`src/rtl/muldiv_pkg.sv`:
```
// Shared definitions for the RV32M multiply/divide sequencer: funct3 codes,
// FSM state encoding and the operand-sign predicates.
package muldiv_pkg;

    localparam int XLEN_DEF = 32;

    localparam logic [2:0] OP_MUL    = 3'b000;
    localparam logic [2:0] OP_MULH   = 3'b001;
    localparam logic [2:0] OP_MULHSU = 3'b010;
    localparam logic [2:0] OP_MULHU  = 3'b011;
    localparam logic [2:0] OP_DIV    = 3'b100;
    localparam logic [2:0] OP_DIVU   = 3'b101;
    localparam logic [2:0] OP_REM    = 3'b110;
    localparam logic [2:0] OP_REMU   = 3'b111;

    typedef enum logic [2:0] {
        ST_IDLE   = 3'd0,
        ST_NEG_A  = 3'd1,
        ST_NEG_B  = 3'd2,
        ST_RUN    = 3'd3,
        ST_FIX_LO = 3'd4,
        ST_FIX_HI = 3'd5,
        ST_DONE   = 3'd6
    } state_t;

    function automatic logic is_div(input logic [2:0] op);
        return op[2];
    endfunction

    function automatic logic sgnA(input logic [2:0] op);
        return (op == OP_MULH) || (op == OP_MULHSU) || (op == OP_DIV) || (op == OP_REM);
    endfunction

    function automatic logic sgnB(input logic [2:0] op);
        return (op == OP_MULH) || (op == OP_DIV) || (op == OP_REM);
    endfunction

endpackage

```
`src/rtl/muldiv_seq_ctrl_rca.sv`:
```
// N-bit ripple-carry adder; o_sum[N] is the carry-out.
module MuldivRca #(
    parameter int N = 32
) (
    input  logic [N-1:0] i_a,
    input  logic [N-1:0] i_b,
    input  logic         i_cin,
    output logic [N:0]   o_sum
);

    logic         w_carry;
    logic [N-1:0] w_bits;

    always_comb begin
        w_carry = i_cin;
        w_bits  = '0;
        for (int k = 0; k < N; k++) begin
            w_bits[k] = i_a[k] ^ i_b[k] ^ w_carry;
            w_carry   = (i_a[k] & i_b[k]) | (w_carry & (i_a[k] ^ i_b[k]));
        end
        o_sum = {w_carry, w_bits};
    end

endmodule

```
`src/rtl/muldiv_seq_ctrl.sv`:
```
// RV32M EX-stage multiply/divide sequencer: one shared ripple-carry adder is
// time-multiplexed across operand negation, XLEN iteration steps and sign fix-up.
module muldiv_seq_ctrl
    import muldiv_pkg::*;
#(
    parameter int XLEN = XLEN_DEF
) (
    input  logic            i_clk,
    input  logic            i_rst_n,
    input  logic            i_start,
    input  logic [2:0]      i_op,
    input  logic [XLEN-1:0] i_rs1,
    input  logic [XLEN-1:0] i_rs2,
    input  logic            i_flush,
    output logic            o_busy,
    output logic            o_done,
    output logic [XLEN-1:0] o_result
);

    localparam int CW = $clog2(XLEN);
    localparam logic [CW-1:0] COUNT_LAST = CW'(XLEN - 1);

    state_t          r_state;
    state_t          w_nextState;
    logic [2:0]      r_op;
    logic [XLEN-1:0] r_acc;
    logic [XLEN-1:0] r_mq;
    logic [XLEN-1:0] r_b;
    logic [CW-1:0]   r_count;
    logic            r_negA;
    logic            r_negB;
    logic            r_bZero;
    logic            r_carry;
    logic            r_done;
    logic [XLEN-1:0] r_result;

    logic            w_accept;
    logic            w_isDiv;
    logic            w_divAccept;
    logic            w_negLo;
    logic            w_negHi;
    logic            w_retire;
    logic [XLEN-1:0] w_addA;
    logic [XLEN-1:0] w_addB;
    logic            w_addCin;
    logic [XLEN:0]   w_addOut;
    logic [XLEN-1:0] w_accNext;
    logic [XLEN-1:0] w_mqNext;
    logic [XLEN-1:0] w_bNext;
    logic            w_carryNext;
    logic [XLEN-1:0] w_resultSel;

    assign w_accept    = (r_state == ST_IDLE) && i_start && !i_flush;
    assign w_retire    = (r_state == ST_DONE) && !i_flush;
    assign w_isDiv     = is_div(r_op);
    // A restoring step succeeds when the 33-bit partial remainder covers |B|.
    assign w_divAccept = w_addOut[XLEN] | r_acc[XLEN-1];
    // Dividing by zero must leave the all-ones quotient unsigned.
    assign w_negLo     = (r_negA ^ r_negB) & ~(w_isDiv & r_bZero);
    assign w_negHi     = w_isDiv ? r_negA : (r_negA ^ r_negB);

    MuldivRca #(.N(XLEN)) u_rca (
        .i_a   (w_addA),
        .i_b   (w_addB),
        .i_cin (w_addCin),
        .o_sum (w_addOut)
    );

    always_comb begin
        w_nextState = r_state;
        o_busy      = (r_state != ST_IDLE);
        case (r_state)
            ST_IDLE:   if (i_start) w_nextState = ST_NEG_A;
            ST_NEG_A:  w_nextState = ST_NEG_B;
            ST_NEG_B:  w_nextState = ST_RUN;
            ST_RUN:    if (r_count == '0) w_nextState = ST_FIX_LO;
            ST_FIX_LO: w_nextState = ST_FIX_HI;
            ST_FIX_HI: w_nextState = ST_DONE;
            ST_DONE:   w_nextState = ST_IDLE;
            default:   w_nextState = ST_IDLE;
        endcase
        if (i_flush) w_nextState = ST_IDLE;
    end

    // Negations default to ~mq + 1; other phases override the adder operands.
    always_comb begin
        w_addA   = '0;
        w_addB   = ~r_mq;
        w_addCin = 1'b1;
        case (r_state)
            ST_NEG_B: w_addB = ~r_b;
            ST_RUN: begin
                if (w_isDiv) begin
                    w_addA = {r_acc[XLEN-2:0], r_mq[XLEN-1]};
                    w_addB = ~r_b;
                end else begin
                    w_addA   = r_acc;
                    w_addB   = r_b;
                    w_addCin = 1'b0;
                end
            end
            ST_FIX_HI: begin
                w_addB   = ~r_acc;
                w_addCin = w_isDiv ? 1'b1 : r_carry;
            end
            default: ;
        endcase
    end

    always_comb begin
        w_accNext   = r_acc;
        w_mqNext    = r_mq;
        w_bNext     = r_b;
        w_carryNext = r_carry;
        case (r_state)
            ST_IDLE: begin
                if (w_accept) begin
                    w_accNext = '0;
                    w_mqNext  = i_rs1;
                    w_bNext   = i_rs2;
                end
            end
            ST_NEG_A: if (r_negA) w_mqNext = w_addOut[XLEN-1:0];
            ST_NEG_B: if (r_negB) w_bNext = w_addOut[XLEN-1:0];
            ST_RUN: begin
                if (w_isDiv) begin
                    w_accNext = w_divAccept ? w_addOut[XLEN-1:0] : w_addA;
                    w_mqNext  = {r_mq[XLEN-2:0], w_divAccept};
                end else if (r_mq[0]) begin
                    {w_accNext, w_mqNext} = {w_addOut, r_mq[XLEN-1:1]};
                end else begin
                    {w_accNext, w_mqNext} = {1'b0, r_acc, r_mq[XLEN-1:1]};
                end
            end
            ST_FIX_LO: begin
                if (w_negLo) w_mqNext = w_addOut[XLEN-1:0];
                w_carryNext = w_addOut[XLEN];
            end
            ST_FIX_HI: if (w_negHi) w_accNext = w_addOut[XLEN-1:0];
            default: ;
        endcase
    end

    always_comb begin
        w_resultSel = r_acc;
        case (r_op)
            OP_MUL, OP_DIV, OP_DIVU: w_resultSel = r_mq;
            default: ;
        endcase
    end

    always_ff @(posedge i_clk or negedge i_rst_n) begin
        if (!i_rst_n) begin
            r_state  <= ST_IDLE;
            r_op     <= '0;
            r_acc    <= '0;
            r_mq     <= '0;
            r_b      <= '0;
            r_count  <= '0;
            r_negA   <= 1'b0;
            r_negB   <= 1'b0;
            r_bZero  <= 1'b0;
            r_carry  <= 1'b0;
            r_done   <= 1'b0;
            r_result <= '0;
        end else begin
            r_state <= w_nextState;
            r_acc   <= w_accNext;
            r_mq    <= w_mqNext;
            r_b     <= w_bNext;
            r_carry <= w_carryNext;
            r_done  <= w_retire;
            if (w_accept) begin
                r_op    <= i_op;
                r_negA  <= sgnA(i_op) & i_rs1[XLEN-1];
                r_negB  <= sgnB(i_op) & i_rs2[XLEN-1];
                r_bZero <= (i_rs2 == '0);
                r_count <= COUNT_LAST;
            end else if (r_state == ST_RUN) begin
                r_count <= r_count - CW'(1);
            end
            // The result only changes when an operation retires unflushed.
            if (w_retire) r_result <= w_resultSel;
        end
    end

    assign o_done   = r_done;
    assign o_result = r_result;

endmodule
```
`config.mk`:
```
export PLATFORM = sky130hd
export DESIGN_NAME = muldiv_seq_ctrl
export DESIGN_NICKNAME = d
export VERILOG_FILES = /design/src/rtl/muldiv_pkg.sv /design/src/rtl/muldiv_seq_ctrl_rca.sv /design/src/rtl/muldiv_seq_ctrl.sv
export SDC_FILE = /design/constraint.sdc
export NUM_CORES = 1
export LEC_CHECK = 0
export BUFFER_PORTS_ARGS = -buffer_cell sky130_fd_sc_hd__buf_2
export CORE_MARGIN = 2
export CORE_UTILIZATION = 35
export DETAILED_ROUTE_END_ITERATION = 16
export GPL_TIMING_DRIVEN = 0
export SKIP_CTS_REPAIR_TIMING = 1
export SLEW_MARGIN = 30
export SYNTH_ARGS = -nofsm -noshare
export SYNTH_HDL_FRONTEND = slang
export SYNTH_HIERARCHICAL = 1
export SYNTH_SLANG_ARGS = --single-unit
```
`constraint.sdc`:
```
create_clock -name i_clk -period 18.07 [get_ports i_clk]
set_clock_uncertainty 0.2 [all_clocks]
set_input_delay 2.7105 -clock i_clk [delete_from_list [all_inputs] [get_ports i_clk]]
set_output_delay 2.7105 -clock i_clk [all_outputs]
set_load 0.1 [all_outputs]
```
; ---- Word level (Yosys, flattened, before mapping)
; Cells that the tools add are included.
[classes]
add_sub_neg = 1
n_mul = 0
div = 0
n_lt_le_gt_ge = 0
eq_ne = 19
shift = 0
mux = 30
n_bitwise = 170
reduce_logical = 23
[op_table]
columns = op, count
row1 = $mux W32, 16
row2 = $pmux W32 S3, 2
row3 = $pmux W32 S4, 1
row4 = $not A32 Y32, 3
row5 = $and A1 B1 Y1, 68
row6 = $xor A1 B1 Y1, 65
row7 = $pmux W32 S2, 1
row8 = $or A1 B1 Y1, 33
row9 = $logic_not A32 Y1, 1
row10 = $eq A3 B3 Y1 const B, 7
row11 = $pmux W3 S6, 1
row12 = $mux W5, 2
row13 = $ne A2 B2 Y1 const B, 5
row14 = $eq A3 B2 Y1 const B, 3
row15 = $mux W3, 3
row16 = $eq A3 B1 Y1 const B, 2
row17 = $logic_not A3 Y1, 2
row18 = $ne A3 B3 Y1 const B, 2
row19 = $reduce_and A3 Y1, 2
row20 = $reduce_bool A3 Y1, 2
row21 = $logic_not A5 Y1, 1
row22 = $logic_or A1 B1 Y1, 5
row23 = $sub A5 B1 Y5 const B, 1
row24 = $reduce_and A4 Y1, 1
row25 = 9 further kinds, 14
[totals]
ff_bits = 144
latch_bits = 0
ram_bits = 0
mem_bits_ro = 0
input_bits = 71
out_inout_bits = 34
n_memories = 0

; ---- Logic depth before layout (Yosys ltp)
; Gate-level depths: netlist (run 1).
[logic_depth]
ltp_word = 72
depth_mapped = 52
mapped_depth_nobuf = 44

; ---- Modules after synthesis
; The synthesis (run 1) kept the hierarchy.
[by_module_without_submodules]
columns = mod, n_inst, cells_each, area_per_inst_um2, seq_area_each_um2
row1 = muldiv_seq_ctrl, 1, 999, 9499.1, 3603.5
row2 = MuldivRca, 1, 43, 685.7, 0.0

; ---- Worst setup path before layout (run 1)
; Ideal clock, no wire load.
[synth_timing]
path_kind = reg2reg
from = register r_op[2]
to = register r_acc[16]
t_arrival_ps = 14951
required_ps = 17745
setup_slack_ps = 2795
path_stages_with_launch = 53
n_path_buf = 10
synth_period_minus_slack_ps = 15275
cell_sequence = dfrtp_1 -> clkbuf_2 -> buf_6 -> buf_4 -> buf_4 -> buf_4 -> buf_4 -> mux2i_1 -> nor2_1 -> fa_1 -> fa_1 -> fa_1 -> fa_1 -> fa_1 -> fa_1 -> fa_1 -> fa_1 -> fa_1 -> (+17 left out) -> fa_1 -> fa_1 -> fa_1 -> fa_1 -> fa_1 -> fa_1 -> fa_1 -> inv_1 -> fa_1 -> inv_1 -> buf_4 -> clkbuf_2 -> or2_1 -> buf_2 -> a31oi_4 -> buf_4 -> o21ai_0 -> mux2_2
[synth_via]
elab_chain_len = 71
elab_cells_between_ends = 146
cone_classes = 1 x eq/ne / 13 x mux / 131 x bitwise / 1 x reduce/logical
[synth_rtl]
columns = item, line
row1 = "start, declared", muldiv_seq_ctrl.sv:25  ; logic [2:0] r_op;
row2 = "start signal, assigned", muldiv_seq_ctrl.sv:174  ; r_op <= i_op;
row3 = $mux W32 *, muldiv_seq_ctrl.sv:93  ; if (w_isDiv) begin
row4 = $mux W32 *, muldiv_seq_ctrl.sv:90  ; case (r_state)
row5 = net w_addA[0], muldiv_seq_ctrl.sv:43  ; logic [XLEN-1:0] w_addA;
row6 = $xor A1 B1 Y1, muldiv_seq_ctrl_rca.sv:19  ; w_carry = (i_a[k] & i_b[k]) | (w_carry & (i_a[k] ^ i_b[k]));
row7 = $and A1 B1 Y1, muldiv_seq_ctrl_rca.sv:19
row8 = $or A1 B1 Y1 *, muldiv_seq_ctrl_rca.sv:19
row9 = $and A1 B1 Y1 *, muldiv_seq_ctrl_rca.sv:19
row10 = $or A1 B1 Y1 *, muldiv_seq_ctrl_rca.sv:19
row11 = (+57 left out), -
row12 = $or A1 B1 Y1 *, muldiv_seq_ctrl_rca.sv:19
row13 = $and A1 B1 Y1 *, muldiv_seq_ctrl_rca.sv:19
row14 = $or A1 B1 Y1 *, muldiv_seq_ctrl_rca.sv:19
row15 = net u_rca.w_carry, muldiv_seq_ctrl_rca.sv:11  ; logic w_carry;
row16 = $or A1 B1 Y1 *, muldiv_seq_ctrl.sv:57  ; assign w_divAccept = w_addOut[XLEN] | r_acc[XLEN-1];
row17 = $mux W32 *, muldiv_seq_ctrl.sv:127  ; w_accNext = w_divAccept ? w_addOut[XLEN-1:0] : w_addA;
row18 = $mux W32 *, muldiv_seq_ctrl.sv:126  ; if (w_isDiv) begin
row19 = $pmux W32 S3 *, muldiv_seq_ctrl.sv:115  ; case (r_state)
row20 = "end signal, assigned", muldiv_seq_ctrl.sv:168  ; r_acc <= w_accNext;
row21 = "end, declared", muldiv_seq_ctrl.sv:26  ; logic [XLEN-1:0] r_acc;
; The timed path passes the listed nets; every way through them passes the cells marked *. The select of a mux whose other input is x is not followed.
; A chain may end at the register's enable or synchronous reset.

; ---- Final worst setup path (run 1)
[layout_timing]
from = register r_state[0]
to = register r_acc[2]
[layout_via]
elab_chain_len = 71
elab_cells_between_ends = 149
cone_classes = 5 x eq/ne / 8 x mux / 131 x bitwise / 5 x reduce/logical
[layout_rtl]
columns = item, line
row1 = "start, declared", muldiv_seq_ctrl.sv:23  ; state_t r_state;
row2 = "start signal, assigned", muldiv_seq_ctrl.sv:167  ; r_state <= w_nextState;
row3 = $eq A3 B3 Y1 / $eq A3 B2 Y1 (equally long branches), muldiv_seq_ctrl.sv:90
row4 = $pmux W32 S3 *, muldiv_seq_ctrl.sv:90
row5 = net w_addB[0], muldiv_seq_ctrl.sv:44  ; logic [XLEN-1:0] w_addB;
row6 = $xor A1 B1 Y1, muldiv_seq_ctrl_rca.sv:19
row7 = $and A1 B1 Y1, muldiv_seq_ctrl_rca.sv:19
row8 = $or A1 B1 Y1 *, muldiv_seq_ctrl_rca.sv:19
row9 = $and A1 B1 Y1 *, muldiv_seq_ctrl_rca.sv:19
row10 = $or A1 B1 Y1 *, muldiv_seq_ctrl_rca.sv:19
row11 = (+57 left out), -
row12 = $or A1 B1 Y1 *, muldiv_seq_ctrl_rca.sv:19
row13 = $and A1 B1 Y1 *, muldiv_seq_ctrl_rca.sv:19
row14 = $or A1 B1 Y1 *, muldiv_seq_ctrl_rca.sv:19
row15 = net u_rca.w_carry, muldiv_seq_ctrl_rca.sv:11
row16 = $or A1 B1 Y1 *, muldiv_seq_ctrl.sv:57
row17 = $mux W32 *, muldiv_seq_ctrl.sv:127
row18 = $mux W32 *, muldiv_seq_ctrl.sv:126
row19 = $pmux W32 S3 *, muldiv_seq_ctrl.sv:115
; Marks and branches as above.

==> results of run 1 <==
==> layout make-up <==
| type | instances | area, sq um | area share (%) |
|---|---|---|---|
| Clock buffer | 18 | 439.2 | 3.714 |
| Sequential cell | 144 | 3603 | 30.48 |
| Clock inverter | 13 | 161.4 | 1.365 |
| Timing Repair Buffer | 105 | 558.0 | 4.720 |
| Tap cell | 384 | 480.5 | 4.064 |
| Buffer | 95 | 489.2 | 4.138 |
| Multi-Input combinational cell | 772 | 5976 | 50.54 |
| Inverter | 31 | 116.4 | 0.9841 |
==> cells in the mapped netlist, types with 3 or more instances <==
| cell | count |
|---|---|
| dfrtp_1 | 144 |
| mux2_1 | 4 |
| buf_6 | 5 |
| o21ai_1 | 3 |
| buf_2 | 32 |
| buf_1 | 6 |
| a32o_1 | 6 |
| nand2_1 | 99 |
| nor3_1 | 3 |
| nor4_1 | 10 |
| o22ai_1 | 6 |
| nor2_1 | 103 |
| mux2_2 | 62 |
| o21ai_0 | 93 |
| o211ai_1 | 16 |
| a221o_1 | 32 |
| fa_1 | 32 |
| o32a_1 | 12 |
| xnor2_1 | 4 |
| clkbuf_1 | 36 |
| buf_4 | 14 |
| nor2b_1 | 5 |
| mux2i_1 | 159 |
| a22oi_1 | 12 |
| a222oi_1 | 32 |
| a21oi_1 | 44 |
| inv_1 | 31 |
==> critical path: cells and delay by family, from the launching register on <==
family | cells | cell delay, ns
multiplexers | 1 | 0.27
buffers and inverters | 12 | 2.67
AO/OA/AOI/OAI | 3 | 0.72
adder cells (fa/ha/maj) | 32 | 12.48
AND/OR/NAND/NOR | 1 | 0.25
flip-flops | 1 | 0.34
==> state kept, by name, summed over array words and instances (netlist names) <==
name	count
r_carry	1
o_result	32
r_mq	32
r_acc	32
r_count	5
r_b	32
r_state	3
r_bZero	1
r_negA	1
r_negB	1
r_op	3
o_done	1
==> routing by layer <==
layer / wire length (microns) / vias up / GRT usage [%] / part of all wire [%]
met5: 0 / - / 0 / 0
met4: 952 / 0 / 7.674 / 2.6
met3: 2994 / 77 / 5.418 / 8.2
met2: 16420 / 465 / 37.38 / 45
met1: 16220 / 4656 / 34.05 / 44
li1: - / 4086 / - / -
==> how the worst max path moves through the flow <==
stage | from | endpoint | slack, ns | cells after the start
floorplan | r_op[2] | r_acc[16] | 2.79 | 52
global placement | r_state[0] | r_acc[14] | 1.33 | 49
detailed placement | r_state[0] | r_acc[16] | 1.37 | 49
CTS | r_state[0] | r_acc[16] | 1.24 | 49
global route | r_state[0] | r_acc[16] | 0.55 | 49
finish | r_state[0] | r_acc[2] | 1.00 | 49
==> stage by stage <==
step	cells	hold WS (ns)
2_1_floorplan	1042	0.2488
3_3_place_gp	1530	0.2686
3_5_place_dp	1531	0.2883
4_1_cts	1562	0.3030
5_1_grt	1562	0.3242
6_report	1562	0.3071
==> power groups by stage <==
stage	Combinational, mW	Sequential [mW]	Clock [mW]
2_1_floorplan	0.407	0.470	0
3_3_place_gp	0.578	0.476	0
3_5_place_dp	0.588	0.477	0
4_1_cts	0.591	0.472	0.378
5_1_grt	0.643	0.484	0.392
6_report	0.602	0.475	0.376
==> cells by family after synthesis <==
group                      Yosys count
DFF                                144
muxes                              225
buffers and inverters              126
AOI/OAI and AO/OA                  270
and+or+nand+nor                    238
adders and majority gates           33
xor gates and xnor gates             6
==> results.tsv, run 1 <==
stage	metric	value	unit
global_route	vias in the first global route	9491	
timing	RSZ-0062 raised after global routing	false	
timing	minimum clock period	17.07	ns
cts	TritonCTS buffer count	17	
critical_path	CP Class	reg -> reg	
min_path	worst hold path type	reg -> reg	
critical_path	r2r setup slk	1.00	ns
synth	Synth area leader	dfrtp_1	
finish	filler cell count	2915	
critical_path	Worst EP required	18.18	ns
synth	Synth area leaders	dfrtp_1 (35%), mux2i_1 (16%), mux2_2 (6.9%)	
finish	Ant. Diodes	0	
power	Reg power frac	32.7	%
synth	post-synthesis mux area share	22.92	%
critical_path	Crit path largest cell delay	0.58	ns
place	Cell Area, Placed	11220	sq um
critical_path	CP Max Fanout	10	
timing	Final period util	94.45	%
synth	syn_area_per_cell	9.774	sq um
timing	Slew Viols, Final	0	
cts	Clock Path Buffers	2	
finish	most common cell after layout, fill and taps aside	mux2i_1	
global_route	first-pass GRT wire length	57.28	mm
status	outcome	finished, final reports clean	
cts	H-tree levels	4	
timing	Slew headroom	41.37	%
place	Placer Congestion	0.9140	
global_route	Overall Global Routing Usage	24.29	%
power	clock share of power	25.9	%
floorplanning	Die Y	174.6	microns
min_path	hold path depth	1	
synth	Post-synth EDFFs	0	
synth	top cell type's share of synthesized area	35.38	%
floorplanning	Initial Util	35.48	%
floorplanning	Core ar.	28700	sq um
synth	Mapped Area	10180	sq um
critical_path	worst r2r dst	r_acc[2]	
min_path	hold_sp	r_carry	
power	sw power	0.5951	mW
critical_path	reg2reg start	r_state[0]	
power	Switching Fraction	40.93	%
drt	Remaining DRCs	0	
finish	Final #Nets	1270	
synth	post-synthesis compound-gate area fraction	18.80	%
global_route	grt total ovfl	0	
timing	FMAX	58.59	MHz
place	Final HPWL DP	25.83	mm
finish	fin util	41.19	%
cts	clock tree sinks	144	
drt	via count	9284	
synth	Main synth FF type	dfrtp_1	
synth	async set-or-reset flop fraction in the synthesized netlist	100.0	%
drt	Routed WL	36.58	mm
critical_path	R2R cell count	49	
synth	largest family of logic cells by synthesized area	multiplexers	
synth	register bit total from synthesis	144	
floorplanning	# rows	62	
critical_path	Slowest-stage cell, CP	clkbuf_1	
synth	XOR/XNOR Fraction of Synth Area	0.5897	%
synth	Synth Area in Simple Gates	9.951	%
critical_path	Worst Path Arrival	17.18	ns
cts	Clk pin slew, worst setup/hold paths	0.06	ns
cts	CTS tree	yes	
power	worst ir drop on vdd	96.47	uV
synth	adder-cell area share of the yosys netlist	6.413	%
synth	synthesis warning total	6	
floorplanning	io pins	105	
global_route	pin count of the biggest net entering global routing	79	
global_route	initial antenna violation count	0	
floorplanning	Die X	174.6	microns
drt	vias per std cell	5.944	
min_path	hold endpoint	r_carry	
critical_path	cell mode on critical path	fa_1	
timing	setup violators final	0	
synth	Post-Synthesis Cells	1042	
drt	post-route ant nets	0	
drt	Pre-antenna DRT Iters	9	
critical_path	startpoint types	register	
power	pwr dens	123.0	nW/um^2
power	Power Total	1.454	mW
drt	post-DR wirelength/cell	23.42	microns
drt	initial DRC count	1172	
timing	sum of negative setup slack	0	ns
finish	Final Instance Area	11820	sq um
synth	Synth cell types	58	
timing	setup ws final	1.002	ns
timing	Fin. Hold Viols	0	
critical_path	kind of end point of the critical path	register	
place	I/O Buffers	104	
floorplanning	Die Area	30480	sq um
synth	Syn Nets	1146	
finish	layout cells sized above 1	22.07	%
synth	Seq/Total Area, Yosys	35.38	%
finish	area delta synth->final	16.09	%
power	Comb pwr share	41.4	%
power	Leakage	5.171	nW
cts	clock latency on the worst-skew pair	0.44	ns
timing	Worst Max-Slew Pin Slew	0.8794	ns
power	Cell Int Power	0.8588	mW
place	worst slack, placed	1.368	ns
finish	commonest cells after routing, fill and taps aside	mux2i_1 (159), dfrtp_1 (144), buf_2 (135)	
flow_run	Max Cap Viol	0	
cts	clock root buffer	clkbuf_16	
No activity file was read; power rests on OpenSTA's default activity.
==> run 2: changes to the inputs <==
--- a/config.mk
+++ b/config.mk
@@ -6,8 +6,7 @@
 export NUM_CORES = 1
 export LEC_CHECK = 0
 export BUFFER_PORTS_ARGS = -buffer_cell sky130_fd_sc_hd__buf_2
-export CORE_MARGIN = 2
-export CORE_UTILIZATION = 35
+export CORE_UTILIZATION = 33
 export DETAILED_ROUTE_END_ITERATION = 16
 export GPL_TIMING_DRIVEN = 0
 export SKIP_CTS_REPAIR_TIMING = 1
==> run 2 against run 1 <==
Compared with the run above:
- via count rose by 0.60%
- clock power rose by 1%
- setup slack got worse by 0.012 ns
- critical path type unchanged
- highest routed layer unchanged
==> results.tsv, run 2 (same netlist as run 1, synthesis figures left out) <==
stage	metric	value	unit
status	outcome	finished, final reports clean	
critical_path	Slowest-stage cell, CP	clkbuf_1	
critical_path	Worst Setup SP	r_state[0]	
timing	Fin. Hold Viols	0	
timing	sum of negative setup slack	0	ns
global_route	vias in the first global route	9291	
critical_path	worst r2r dst	r_acc[11]	
timing	minimum clock period	17.08	ns
critical_path	cell mode on critical path	fa_1	
drt	Routed WL	36.74	mm
min_path	hold path depth	2	
place	Final HPWL DP	26.26	mm
timing	setup ws final	0.9903	ns
critical_path	CP top delay family	adder cells	
global_route	first-pass GRT wire length	56.28	mm
cts	clock root buffer	clkbuf_16	
min_path	hold endpoint	r_b[6]	
cts	Clk pin slew, worst setup/hold paths	0.07	ns
power	Leakage	5.176	nW
timing	Worst Max-Slew Pin Slew	0.9061	ns
power	Power Total	1.455	mW
drt	initial DRC count	1179	
drt	Remaining DRCs	0	
drt	via count	9340	
floorplanning	Die X	177.7	microns
critical_path	R2R cell count	49	
global_route	grt total ovfl	0	
finish	most common cell after layout, fill and taps aside	mux2i_1	
timing	Final period util	94.52	%
global_route	pin count of the biggest net entering global routing	58	
floorplanning	Initial Util	33.91	%
global_route	initial antenna violation count	1	
drt	Pre-antenna DRT Iters	7	
drt	post-DR wirelength/cell	23.40	microns
timing	RSZ-0062 raised after global routing	false	
finish	area delta synth->final	16.52	%
timing	Hold WS	0.3067	ns
finish	Final Non-Filler Cells	1570	
cts	Clock Path Buffers	2	
critical_path	worst path bufs/invs	12	
critical_path	Worst EP required	18.19	ns
power	worst ir drop on vdd	84.43	uV
critical_path	kind of end point of the critical path	register	
finish	layout cells sized above 1	21.95	%
critical_path	startpoint types	register	
drt	post-route ant nets	0	
cts	clock latency on the worst-skew pair	0.45	ns
critical_path	Worst Path Arrival	17.20	ns
flow_run	Max Cap Viol	0	
global_route	Overall Global Routing Usage	23.76	%
critical_path	r2r setup slk	0.99	ns
place	post-placement cell count	1538	
timing	setup violators final	0	
power	pwr dens	122.6	nW/um^2
floorplanning	# rows	63	
cts	CTS tree	yes	
drt	vias per std cell	5.949	
floorplanning	Die Y	177.7	microns
min_path	worst hold path type	reg -> reg	
floorplanning	Core ar.	30030	sq um
finish	Ant. Diodes	0	
floorplanning	Die Area	31570	sq um
place	Placer Congestion	0.9057	
finish	Final #Nets	1271	
critical_path	CP Max Fanout	10	
critical_path	CP Class	reg -> reg	
cts	H-tree levels	4	
place	worst slack, placed	1.462	ns
critical_path	Crit path largest cell delay	0.58	ns
timing	FMAX	58.55	MHz
critical_path	reg2reg start	r_state[0]	
finish	commonest cells after routing, fill and taps aside	mux2i_1 (159), dfrtp_1 (144), buf_2 (135)	
place	I/O Buffers	104	
timing	Slew Viols, Final	0	
floorplanning	io pins	105	
cts	TritonCTS buffer count	17	
timing	Slew headroom	39.59	%
min_path	hold_sp	r_b[6]	
finish	filler cell count	2989	
cts	clock tree sinks	144	
## run 2: metal layers
layer	part of all wire, %	up-vias	global-route usage, %	wire length (microns)
met4	2.8	0	9.046	1036
met1	44	4681	32.57	16050
met2	45	485	36.26	16550
met3	8.4	77	5.313	3099
li1	-	4097	-	-
met5	0	-	0	0
## run 2: stage by stage
step                      cell area [sq um]  util (%)
after floorplan                       10180         -
after global placement                11190     37.27
after detailed placement              11260     37.49
after CTS                             11870     39.52
after global routing                  11870     39.52
final                                 11870     39.52
## run 2: worst max-delay path by stage
stage,slack (ns),depth (start not counted),end
5_1_grt,0.58,50,r_acc[6]
2_1_floorplan,2.79,52,r_acc[16]
6_report,0.99,49,r_acc[11]
3_5_place_dp,1.46,52,r_acc[16]
3_3_place_gp,1.37,49,r_acc[30]
4_1_cts,1.27,52,r_acc[2]
## run 2: where the power goes
| part | switching (mW) | internal [mW] | total [mW] |
|---|---|---|---|
| registers | 0.0848 | 0.390 | 0.475 |
| logic | 0.352 | 0.248 | 0.600 |
| clock network | 0.152 | 0.228 | 0.380 |
| total | 0.589 | 0.866 | 1.45 |
## run 2: area by class of cell
cell class / count / area, sq um / area share [%]
buffer: 95 / 489.2 / 4.122
clock buffer: 23 / 478.0 / 4.027
clock inverter: 9 / 131.4 / 1.107
inverter: 31 / 116.4 / 0.9805
multi-input combinational: 772 / 5976 / 50.35
sequential: 144 / 3603 / 30.36
tap: 390 / 488.0 / 4.112
timing repair buffer: 106 / 585.6 / 4.934
## run 2: worst reg2reg max path, delay by kind of cell, from the launching register on
family	cells	cell delay, ns
fa+ha+maj	32	12.53
flops	1	0.34
compound gates	3	0.70
buf+inv	12	2.68
mux	1	0.27
simple gates	1	0.24
==> run 3: changes to the inputs <==
--- a/config.mk
+++ b/config.mk
@@ -5,7 +5,7 @@
 export SDC_FILE = /design/constraint.sdc
 export NUM_CORES = 1
 export LEC_CHECK = 0
-export BUFFER_PORTS_ARGS = -buffer_cell sky130_fd_sc_hd__buf_2
+export BUFFER_PORTS_ARGS = -buffer_cell sky130_fd_sc_hd__buf_4
 export CORE_UTILIZATION = 33
 export DETAILED_ROUTE_END_ITERATION = 16
 export GPL_TIMING_DRIVEN = 0
==> run 3 against run 2 <==
Compared with the run above:
- utilization grew 0.83 points
- setup slack worse by 0.0097 ns
- flip-flop and latch count stayed put
- first-iteration DRC count fell by 13%
- global-route usage up 0.083 points
- die area did not move
- power grew 0.98%
- maximum frequency is essentially flat
- critical path depth unchanged
- final area is 2.1% higher
- critical path type unchanged
==> results.tsv, run 3 (same netlist as run 1, synthesis figures left out) <==
stage	metric	value	unit
timing	RSZ-0062 raised after global routing	false	
place	Final HPWL DP	26.23	mm
global_route	first-pass GRT wire length	56.49	mm
timing	Worst Max-Slew Pin Slew	0.9149	ns
floorplanning	Die Area	31570	sq um
drt	post-DR wirelength/cell	23.40	microns
drt	routed length on met3	3.122	mm
timing	Final period util	94.57	%
critical_path	cell mode on critical path	fa_1	
global_route	initial antenna violation count	0	
drt	initial DRC count	1023	
flow_run	Max Cap Viol	0	
floorplanning	io pins	105	
finish	Final Non-Filler Cells	1568	
critical_path	CP Class	reg -> reg	
finish	area delta synth->final	18.97	%
cts	CTS tree	yes	
floorplanning	# rows	63	
timing	FMAX	58.52	MHz
power	Power Total	1.469	mW
cts	clock tree sinks	144	
min_path	worst hold path type	reg -> reg	
finish	commonest cells after routing, fill and taps aside	mux2i_1 (159), dfrtp_1 (144), buf_4 (117)	
finish	Final #Nets	1270	
global_route	Overall Global Routing Usage	23.84	%
timing	sum of negative setup slack	0	ns
status	outcome	finished, final reports clean	
cts	Clock Path Buffers	2	
finish	Ant. Diodes	0	
cts	clock latency on the worst-skew pair	0.44	ns
drt	vias per std cell	5.935	
power	Leakage	5.248	nW
timing	Slew headroom	39.01	%
drt	met2 WL	16.53	mm
cts	clock root buffer	clkbuf_16	
place	post-placement cell count	1537	
cts	H-tree levels	4	
floorplanning	Core ar.	30030	sq um
global_route	pin count of the biggest net entering global routing	76	
finish	layout cells sized above 1	22.07	%
drt	Pre-antenna DRT Iters	8	
drt	Routed WL	36.70	mm
drt	M1 WL	15.97	mm
critical_path	Crit path largest cell delay	0.59	ns
finish	filler cell count	2973	
place	Placer Congestion	0.9028	
timing	Slew Viols, Final	0	
timing	Fin. Hold Viols	0	
drt	post-route ant nets	0	
power	pwr dens	121.3	nW/um^2
critical_path	Worst Path Arrival	17.20	ns
floorplanning	Initial Util	33.91	%
timing	minimum clock period	17.09	ns
floorplanning	Die Y	177.7	microns
drt	top layer in use	met4	
critical_path	kind of end point of the critical path	register	
cts	Clk pin slew, worst setup/hold paths	0.06	ns
finish	most common cell after layout, fill and taps aside	mux2i_1	
place	I/O Buffers	104	
floorplanning	Die X	177.7	microns
cts	TritonCTS buffer count	17	
global_route	grt total ovfl	0	
drt	via count	9306	
global_route	vias in the first global route	9535	
critical_path	CP Max Fanout	10	
drt	Remaining DRCs	0	
critical_path	Worst EP required	18.18	ns
critical_path	Slowest-stage cell, CP	clkbuf_1	
timing	setup violators final	0	
finish	fin util	40.35	%
critical_path	startpoint types	register	
power	worst ir drop on vdd	84.82	uV
[run 3: per-layer routing]
layer  vias up  GRT usage [%]
met1      4665          31.87
met5         -              0
met2       481          36.13
met4         0          9.900
met3        71          6.470
li1       4089              -
[run 3: path summary, 6_finish.rpt]
| check | start | end | slack [ns] | cells past startpoint |
|---|---|---|---|---|
| worst min register to register | r_bZero | r_bZero | 0.30 | 2 |
| worst min-delay path | r_bZero | r_bZero | 0.30 | 2 |
| worst max register to register | r_state[0] | r_acc[11] | 0.98 | 49 |
| max in group asynchronous | i_rst_n | r_acc[2] | 14.81 | 2 |
| min in group asynchronous | i_rst_n | o_done | 2.03 | 1 |
| worst max-delay path | r_state[0] | r_acc[11] | 0.98 | 49 |
[run 3: worst max-delay path, delay by kind of cell (launching register included)]
kind / cells / cell delay, ns
adder cells (fa/ha/maj): 32 / 12.51
buffers and inverters: 12 / 2.69
AO/OA/AOI/OAI: 3 / 0.70
flip-flops: 1 / 0.34
multiplexers: 1 / 0.27
AND/OR/NAND/NOR: 1 / 0.25
[run 3: through the flow]
| stage | setup slack (ns) | hold slack (ns) | cell area, sq um |
|---|---|---|---|
| global placement | 1.376 | 0.2683 | 11450 |
| CTS | 1.241 | 0.3023 | 12120 |
| floorplan | 2.795 | 0.2488 | 10180 |
| finish | 0.9806 | 0.3025 | 12120 |
| detailed placement | 1.360 | 0.2817 | 11490 |
| global route | 0.5470 | 0.3296 | 12120 |
[run 3: final cells by class]
type	instances	area (sq um)	share of cell area [%]
Buffer	95	489.2	4.038
Clock buffer	20	466.7	3.852
Clock inverter	11	161.4	1.332
Inverter	31	116.4	0.9604
Multi-Input combinational cell	772	5976	49.32
Sequential cell	144	3603	29.74
Tap cell	390	488.0	4.027
Timing Repair Buffer	105	815.8	6.733
[run 3: power breakdown]
group	switching, mW	internal [mW]
registers	0.0856	0.390
clock network	0.149	0.240
logic	0.350	0.254
